`src/rtl/ddr_rd_pkg.sv`:
```
// rtl/ddr_rd_pkg.sv - shared types and default sizes for the DDR read arbiter
package ddr_rd_pkg;

  typedef enum logic [1:0] {
    ST_IDLE = 2'd0,
    ST_REQ  = 2'd1,
    ST_DATA = 2'd2
  } rd_arb_state_t;

  localparam int PORT_NUM_DEF   = 4;
  localparam int ADDR_WIDTH_DEF = 27;
  localparam int LEN_WIDTH_DEF  = 16;
  localparam int DQ_WIDTH_DEF   = 32;

endpackage

```
`src/rtl/rr_arbiter.sv`:
```
// rtl/rr_arbiter.sv - combinational round-robin picker, search starts after last grant
module rr_arbiter #(
  parameter int PORT_NUM = 4
) (
  input  logic [PORT_NUM-1:0] req_i,
  input  logic [PORT_NUM-1:0] last_i,
  output logic [PORT_NUM-1:0] grant_o
);

  logic seen;
  logic found;

  // Walk the request vector twice; only ports after the last-granted bit are
  // eligible on the first lap, so the second lap wraps around up to and
  // including the last-granted port itself. An empty last vector starts at 0.
  always_comb begin
    grant_o = '0;
    seen    = (last_i == '0);
    found   = 1'b0;
    for (int j = 0; j < 2 * PORT_NUM; j++) begin
      if (seen && !found && req_i[j % PORT_NUM]) begin
        grant_o[j % PORT_NUM] = 1'b1;
        found                 = 1'b1;
      end
      if (last_i[j % PORT_NUM]) begin
        seen = 1'b1;
      end
    end
  end

endmodule

```
`src/rtl/ddr_rd_arbiter.sv`:
```
// rtl/ddr_rd_arbiter.sv - round-robin sharing of the DDR read master among line-fetch cells
module ddr_rd_arbiter
  import ddr_rd_pkg::*;
#(
  parameter int PORT_NUM   = PORT_NUM_DEF,
  parameter int ADDR_WIDTH = ADDR_WIDTH_DEF,
  parameter int LEN_WIDTH  = LEN_WIDTH_DEF,
  parameter int DQ_WIDTH   = DQ_WIDTH_DEF
) (
  input  logic                             ddr_clk,
  input  logic                             ddr_rst,
  input  logic [PORT_NUM-1:0]              port_rreq,
  input  logic [PORT_NUM*ADDR_WIDTH-1:0]   port_raddr,
  input  logic [PORT_NUM*LEN_WIDTH-1:0]    port_rd_len,
  output logic [8*DQ_WIDTH-1:0]            port_rdata,
  output logic [PORT_NUM-1:0]              port_rdata_en,
  output logic [PORT_NUM-1:0]              port_rdone,
  output logic                             ddr_rreq,
  output logic [ADDR_WIDTH-1:0]            ddr_raddr,
  output logic [LEN_WIDTH-1:0]             ddr_rd_len,
  input  logic                             ddr_rrdy,
  input  logic [8*DQ_WIDTH-1:0]            ddr_rdata,
  input  logic                             ddr_rdata_en,
  input  logic                             ddr_rdone,
  output logic [PORT_NUM-1:0]              cur_grant,
  output logic                             drop_err
);

  localparam int DW = 8 * DQ_WIDTH;

  localparam logic [1:0] S_IDLE = ST_IDLE;
  localparam logic [1:0] S_REQ  = ST_REQ;
  localparam logic [1:0] S_DATA = ST_DATA;

  localparam logic [PORT_NUM-1:0] LAST_RST = {1'b1, {(PORT_NUM-1){1'b0}}};

  logic [1:0]            state_q, state_d;
  logic [PORT_NUM-1:0]   pending_q, pending_d;
  logic [ADDR_WIDTH-1:0] addr_q [PORT_NUM];
  logic [ADDR_WIDTH-1:0] addr_d [PORT_NUM];
  logic [LEN_WIDTH-1:0]  len_q  [PORT_NUM];
  logic [LEN_WIDTH-1:0]  len_d  [PORT_NUM];
  logic [PORT_NUM-1:0]   last_q, last_d;
  logic [PORT_NUM-1:0]   grant_q, grant_d;
  logic                  rreq_q, rreq_d;
  logic [ADDR_WIDTH-1:0] raddr_q, raddr_d;
  logic [LEN_WIDTH-1:0]  rlen_q, rlen_d;
  logic [DW-1:0]         rdata_q, rdata_d;
  logic [PORT_NUM-1:0]   rdata_en_q, rdata_en_d;
  logic [PORT_NUM-1:0]   rdone_q, rdone_d;
  logic                  drop_q, drop_d;

  logic [PORT_NUM-1:0]   pick;
  logic                  accept;

  rr_arbiter #(
    .PORT_NUM (PORT_NUM)
  ) u_rr_arbiter (
    .req_i   (pending_q),
    .last_i  (last_q),
    .grant_o (pick)
  );

  // Pending-queue capture and the IDLE/REQ/DATA sequencing of the DDR port.
  always_comb begin
    state_d    = state_q;
    pending_d  = pending_q;
    addr_d     = addr_q;
    len_d      = len_q;
    last_d     = last_q;
    grant_d    = grant_q;
    rreq_d     = rreq_q;
    raddr_d    = raddr_q;
    rlen_d     = rlen_q;
    rdata_d    = rdata_q;
    rdata_en_d = '0;
    rdone_d    = '0;
    drop_d     = drop_q;

    accept = (state_q == S_REQ) && rreq_q && ddr_rrdy;

    // A request landing on the accept cycle of its own port refills the slot
    // that is being freed, so it is captured rather than dropped.
    for (int i = 0; i < PORT_NUM; i++) begin
      if (port_rreq[i]) begin
        if (!pending_q[i] || (accept && grant_q[i])) begin
          pending_d[i] = 1'b1;
          addr_d[i]    = port_raddr[i*ADDR_WIDTH +: ADDR_WIDTH];
          len_d[i]     = port_rd_len[i*LEN_WIDTH +: LEN_WIDTH];
        end else begin
          drop_d = 1'b1;
        end
      end else if (accept && grant_q[i]) begin
        pending_d[i] = 1'b0;
      end
    end

    case (state_q)
      S_IDLE: begin
        if (|pick) begin
          grant_d = pick;
          rreq_d  = 1'b1;
          state_d = S_REQ;
          for (int i = 0; i < PORT_NUM; i++) begin
            if (pick[i]) begin
              raddr_d = addr_q[i];
              rlen_d  = len_q[i];
            end
          end
        end
      end
      S_REQ: begin
        if (accept) begin
          rreq_d  = 1'b0;
          state_d = S_DATA;
        end
      end
      S_DATA: begin
        if (ddr_rdata_en) begin
          rdata_d    = ddr_rdata;
          rdata_en_d = grant_q;
        end
        if (ddr_rdone) begin
          rdone_d = grant_q;
          last_d  = grant_q;
          grant_d = '0;
          state_d = S_IDLE;
        end
      end
      default: begin
        state_d = S_IDLE;
      end
    endcase
  end

  // State registers with synchronous active-high reset.
  always_ff @(posedge ddr_clk) begin
    if (ddr_rst) begin
      state_q    <= S_IDLE;
      pending_q  <= '0;
      last_q     <= LAST_RST;
      grant_q    <= '0;
      rreq_q     <= 1'b0;
      raddr_q    <= '0;
      rlen_q     <= '0;
      rdata_q    <= '0;
      rdata_en_q <= '0;
      rdone_q    <= '0;
      drop_q     <= 1'b0;
      for (int i = 0; i < PORT_NUM; i++) begin
        addr_q[i] <= '0;
        len_q[i]  <= '0;
      end
    end else begin
      state_q    <= state_d;
      pending_q  <= pending_d;
      last_q     <= last_d;
      grant_q    <= grant_d;
      rreq_q     <= rreq_d;
      raddr_q    <= raddr_d;
      rlen_q     <= rlen_d;
      rdata_q    <= rdata_d;
      rdata_en_q <= rdata_en_d;
      rdone_q    <= rdone_d;
      drop_q     <= drop_d;
      addr_q     <= addr_d;
      len_q      <= len_d;
    end
  end

  assign port_rdata    = rdata_q;
  assign port_rdata_en = rdata_en_q;
  assign port_rdone    = rdone_q;
  assign ddr_rreq      = rreq_q;
  assign ddr_raddr     = raddr_q;
  assign ddr_rd_len    = rlen_q;
  assign cur_grant     = grant_q;
  assign drop_err      = drop_q;

endmodule

```
`config.mk`:
```
export PLATFORM = sky130hd
export DESIGN_NAME = ddr_rd_arbiter
export DESIGN_NICKNAME = d
export VERILOG_FILES = /design/src/rtl/ddr_rd_pkg.sv /design/src/rtl/rr_arbiter.sv /design/src/rtl/ddr_rd_arbiter.sv
export SDC_FILE = /design/constraint.sdc
export NUM_CORES = 1
export LEC_CHECK = 0
export CAP_MARGIN = 5
export CORE_AREA = 3 3 289 291
export CTS_CLUSTER_DIAMETER = 60
export CTS_CLUSTER_SIZE = 40
export DETAILED_ROUTE_END_ITERATION = 10
export DIE_AREA = 0 0 292 294
export PLACE_DENSITY_LB_ADDON = 0.25
export SKIP_CTS_REPAIR_TIMING = 1
export SLEW_MARGIN = 20
export SYNTH_ARGS = -nofsm -noshare
export SYNTH_HDL_FRONTEND = slang
export SYNTH_HIERARCHICAL = 1
export SYNTH_SLANG_ARGS = --single-unit
```
`constraint.sdc`:
```
create_clock -name ddr_clk -period 2 [get_ports ddr_clk]
set_clock_uncertainty 0.15 [all_clocks]
set_input_delay 0.4 -clock ddr_clk [delete_from_list [all_inputs] [get_ports ddr_clk]]
set_output_delay 0.4 -clock ddr_clk [all_outputs]
set_load 0.02 [all_outputs]
```
==> results.cfg, run 1 <==
[clock_tree]
tritoncts = done
cts-root-buf = clkbuf_16
htreeDepth = 2
clk-insertion-delay-late_ps = 610
clkTransAtPathRegs_ps = 90
cts_sinks = 494
cts_buffers = 49
clock_tree.buffer_depth = 3

[worst_setup_path]
setup.worst_path.start_class = flip-flop
end_kind = flip-flop
critPathArrivalTime_ps = 2600
critPathMaxFanout = 5
crit_required_ps = 2360
worstSetupPathType = reg -> reg

[status]
violations = setup timing
outcome = complete, but fails checks

[timing]
slew_violations = 0
max_freq_mhz = 447.9
layout_min_cycle_time_ps = 2232
setup_viol_count_final = 44
rsz0062_at_grt = yes
hold_viol = 0
maxSlewHeadroom_pct = 69.92
setup_ws_ps = -232.5
min_period_over_period_pct = 111.6
worst_pin_slew_ps = 450.5

[placement]
place_hpwl_um = 70830
post_dp_cell_area_um2 = 29660
place.gp.congestion = 0.9725
port_buffers = 749
dp_slack_ps = -328.0

[route]
drt-total-wl_um = 96880
post_drt_wl_per_cell_um = 22.94
via_per_inst = 4.479
drtAntennaViolNets = 0
firstDrtPassIters = 6
drt_first_iter_violations = 1152
drc = 0
num_vias = 18910

[run]
drv_cap = 0

[logic_synthesis]
syn_nets = 2741
syn_area_per_cell_um2 = 8.751
synth_area_um2 = 20160
yosys_warnings = 6
synthCells = 2304

[cells_and_area]
drive_above_1_share_pct = 12.68
final_common_cell = nand2_1
syn_to_final_growth_pct = 66.46
nFillCells = 7956
layout_common_cells = nand2_1, dfxtp_1, clkdlybuf4s50_1, nand2b_1, dlymetal6s2s_1
fin_area_um2 = 33560
num-nets-final = 3551

[floorplanning]
dieWidth_um = 292
start_util_pct = 24.95
coreArea_um2 = 80810
die-height_um = 294
design.die.area_um2 = 85850
row_count = 104
ios = 750

[grt]
grt_overflow = 0
first_global_vias = 17950
grtUsageTotal_pct = 20.07
grt_max_degree = 89
grt_pass1_wl_um = 128400
antenna_found_initial = 26

[worst_hold_path]
hp-class = in -> reg

[pwr]
p_leak_nw = 17.19
power_density_nw_per_um2 = 749.8
vdd_ir_drop_max_mv = 0.4365
total_power_mw = 25.16
state kept, by name (all words and copies together) (netlist names):
name,count
port_rdone,4
state_q,2
drop_err,1
cur_grant,4
ddr_rd_len,16
ddr_raddr,27
pending_q,4
ddr_rreq,1
port_rdata_en,4
len_q,64
addr_q,108
port_rdata,256
last_q,3
worst max-delay path, stage by stage, from the launching register on:
cell	delay, ps
dfxtp_4	390
nor2b_4	170
nor3_2	50
o21a_4	230
nor4_4	360
nor3_4	80
buf_12	160
buf_16	140
buf_4	130
buf_6	110
a211oi_2	190
through the flow:
step           utilization, %  TNS (ps)  hold WS, ps  cells
6_report                41.54     -7034        176.3   4223
5_1_grt                 41.52    -10260        171.3   4219
4_1_cts                 38.93    -63370       -49.53   4167
3_5_place_dp            36.71    -46640        295.6   4075
3_3_place_gp            36.71    -41330        291.0   4075
2_1_floorplan               -         0        298.0   2304
path summary, 6_finish.rpt:
check             startpoint  cells after the start              end  slack (ps)
max reg2reg     pending_q[0]                     10    ddr_rd_len[4]        -230
max             pending_q[0]                     10    ddr_rd_len[4]        -230
min reg2reg  port_rdata[146]                      2  port_rdata[146]         300
min           ddr_rdata[191]                      3  port_rdata[191]         180
routing by layer:
layer | global-route usage (%) | part of all wire [%]
met1 | 24.55 | 42
met2 | 34.06 | 48
met3 | 6.091 | 7.5
met4 | 5.815 | 2.7
met5 | 0 | 0.17
power by group:
part,internal (mW),switching (mW)
clock,5.49,4.79
combinational,2.35,2.00
sequential,10.2,0.281
total,18.1,7.07
area by class of cell:
class                   instances  area [µm²]  share of cell area [%]
flip-flops and latches        494        9905                   29.51
well taps                    1060        1326                   3.952
diodes                          8       20.02                 0.05965
clock inverters                38       499.2                   1.487
multi-input cells            1628        9842                   29.32
clock buffers                  54        1297                   3.866
inverters                       1       3.754                 0.01118
repair buffers                940       10670                   31.79
No activity file was read; power rests on OpenSTA's default activity.
==> inputs of run 2 (changes only) <==
- GPL_TIMING_DRIVEN: not set -> 0
==> run 2 against run 1 <==
Effect of this change:
- the flow still finishes with violations (setup timing)
- clock power grew 4%
- wire length grew 6.4%
- critical endpoint is now ddr_rd_len[2]
- highest routed layer unchanged
- worst setup slack lost 24 ps
- sequential power is essentially flat
- hold slack lost 4.1 ps
- sequential cell count is the same
- first-iteration DRC count shrank 15%
- non-clock buffer count grew 13
==> results.cfg, run 2 (synthesized netlist as in run 1, its figures left out) <==
[grt]
antenna_found_initial = 40
grt_overflow = 0
first_global_vias = 18420
grt_pass1_wl_um = 139800
grt_max_degree = 19
grtUsageTotal_pct = 22.52

[pwr]
p_sw_mw = 7.009
power_density_nw_per_um2 = 771.6
seqPwrFrac_pct = 41.7
pwr-share-clk_pct = 42.4
p_int_mw = 18.26
sw_frac_of_total_pct = 27.74
vdd_ir_drop_max_mv = 0.4798
p_leak_nw = 16.86
power_frac_comb_pct = 15.9

[clock_tree]
clkTransAtPathRegs_ps = 80
cts_sinks = 494
cts_buffers = 51
htreeDepth = 2
clk-insertion-delay-late_ps = 620
clock_tree.buffer_depth = 3
tritoncts = done
cts-root-buf = clkbuf_16

[timing]
slew_violations = 0
worst_pin_slew_ps = 837.6
layout_min_cycle_time_ps = 2256
hold_viol = 0
maxSlewHeadroom_pct = 44.16
fin_setup_tns_ps = -8848
rsz0062_at_grt = yes
max_freq_mhz = 443.2
setup_viol_count_final = 44
hold_slack_ps = 172.2
setup_ws_ps = -256.2
min_period_over_period_pct = 112.8

[cells_and_area]
num-nets-final = 3566
multi_input_area_um2 = 9756
fin_area_um2 = 32750
largest_reg_flops = 256
final_common_cell = nand2_1
drive_above_1_share_pct = 10.37
regArea_um2 = 9917
nFillCells = 8180
syn_to_final_growth_pct = 62.42
layout_common_cells = nand2_1, dfxtp_1, clkdlybuf4s50_1, nand2b_1, dlymetal6s2s_1
final_util_pct = 40.53

[placement]
post_dp_cell_area_um2 = 28980
place.gp.congestion = 0.9787
place_hpwl_um = 81940
dp_slack_ps = -1309
port_buffers = 748

[floorplanning]
dieWidth_um = 292
start_util_pct = 24.95
ios = 750
design.die.area_um2 = 85850
row_count = 104
die-height_um = 294
coreArea_um2 = 80810

[worst_setup_path]
ff2ff_path_depth = 9
crit_required_ps = 2300
worstSetupPathType = reg -> reg
critPathMaxFanout = 6
setup.worst_path.start_class = flip-flop
critPathArrivalTime_ps = 2560
end_kind = flip-flop

[route]
num_vias = 19060
drt_first_iter_violations = 984
post_drt_wl_per_cell_um = 24.30
firstDrtPassIters = 5
drt-total-wl_um = 103100
via_per_inst = 4.492
drc = 0
drtAntennaViolNets = 0

[run]
drv_cap = 0

[worst_hold_path]
hp-class = in -> reg
hold_depth = 3

[status]
outcome = complete, but fails checks
violations = setup timing
## run 2: cell types whose count changed in the layout (fill, tap and decap cells not counted), sizes merged, moves of 2 or more
cell          change
inv               +2
clkinv            +3
dlymetal6s2s      +5
clkinvlp          -5
clkbuf           +94
buf              -83
bufinv            +2
diode             +2
## run 2: worst paths after layout
check / startpoint / end / slack [ps]
max: pending_q[3] / ddr_rd_len[2] / -260
min: ddr_rdata[86] / port_rdata[86] / 170
max reg2reg: pending_q[3] / ddr_rd_len[2] / -260
min reg2reg: port_rdata[48] / port_rdata[48] / 300
## run 2: worst max-delay path, cell delays in order, from the launching register on
cell      delay, ps
dfxtp_4         370
o21ai_2         180
nand4b_1        160
nand2_2         140
buf_12          170
buf_12          150
mux2i_4         250
o21ai_0         110
mux2i_1         280
a211oi_2        120
## run 2: cell type report
class,instances,share of cell area (%)
inverter,1,0.01146
antenna,10,0.07641
buffer,180,3.817
tap,1060,4.050
timing repair buffer,773,26.24
clock buffer,56,4.142
multi-input combinational,1628,29.79
sequential,494,30.28
clock inverter,40,1.597
## run 2: power groups by stage
stage                     Combinational (mW)  Sequential, mW  Clock [mW]
after CTS                               3.51            10.5        11.0
after global placement                  3.49            10.7           0
after global routing                    4.28            10.6        11.3
after floorplan                         1.34            10.9           0
after detailed placement                3.49            10.7           0
final                                   4.02            10.5        10.7
## run 2: routing by layer
layer / part of all wire (%) / vias up / GRT usage (%)
met1: 40 / 8974 / 26.33
met5: 0.32 / - / 0
met3: 8.6 / 201 / 8.106
met2: 47 / 600 / 38.46
li1: - / 9234 / -
met4: 4.0 / 48 / 7.118
## run 2: stage by stage
stage                     std cells  power (mW)
after floorplan                2304       12.22
after global placement         4112       14.22
after detailed placement       4112       14.23
after CTS                      4208       25.00
after global routing           4233       26.19
final                          4242       25.27
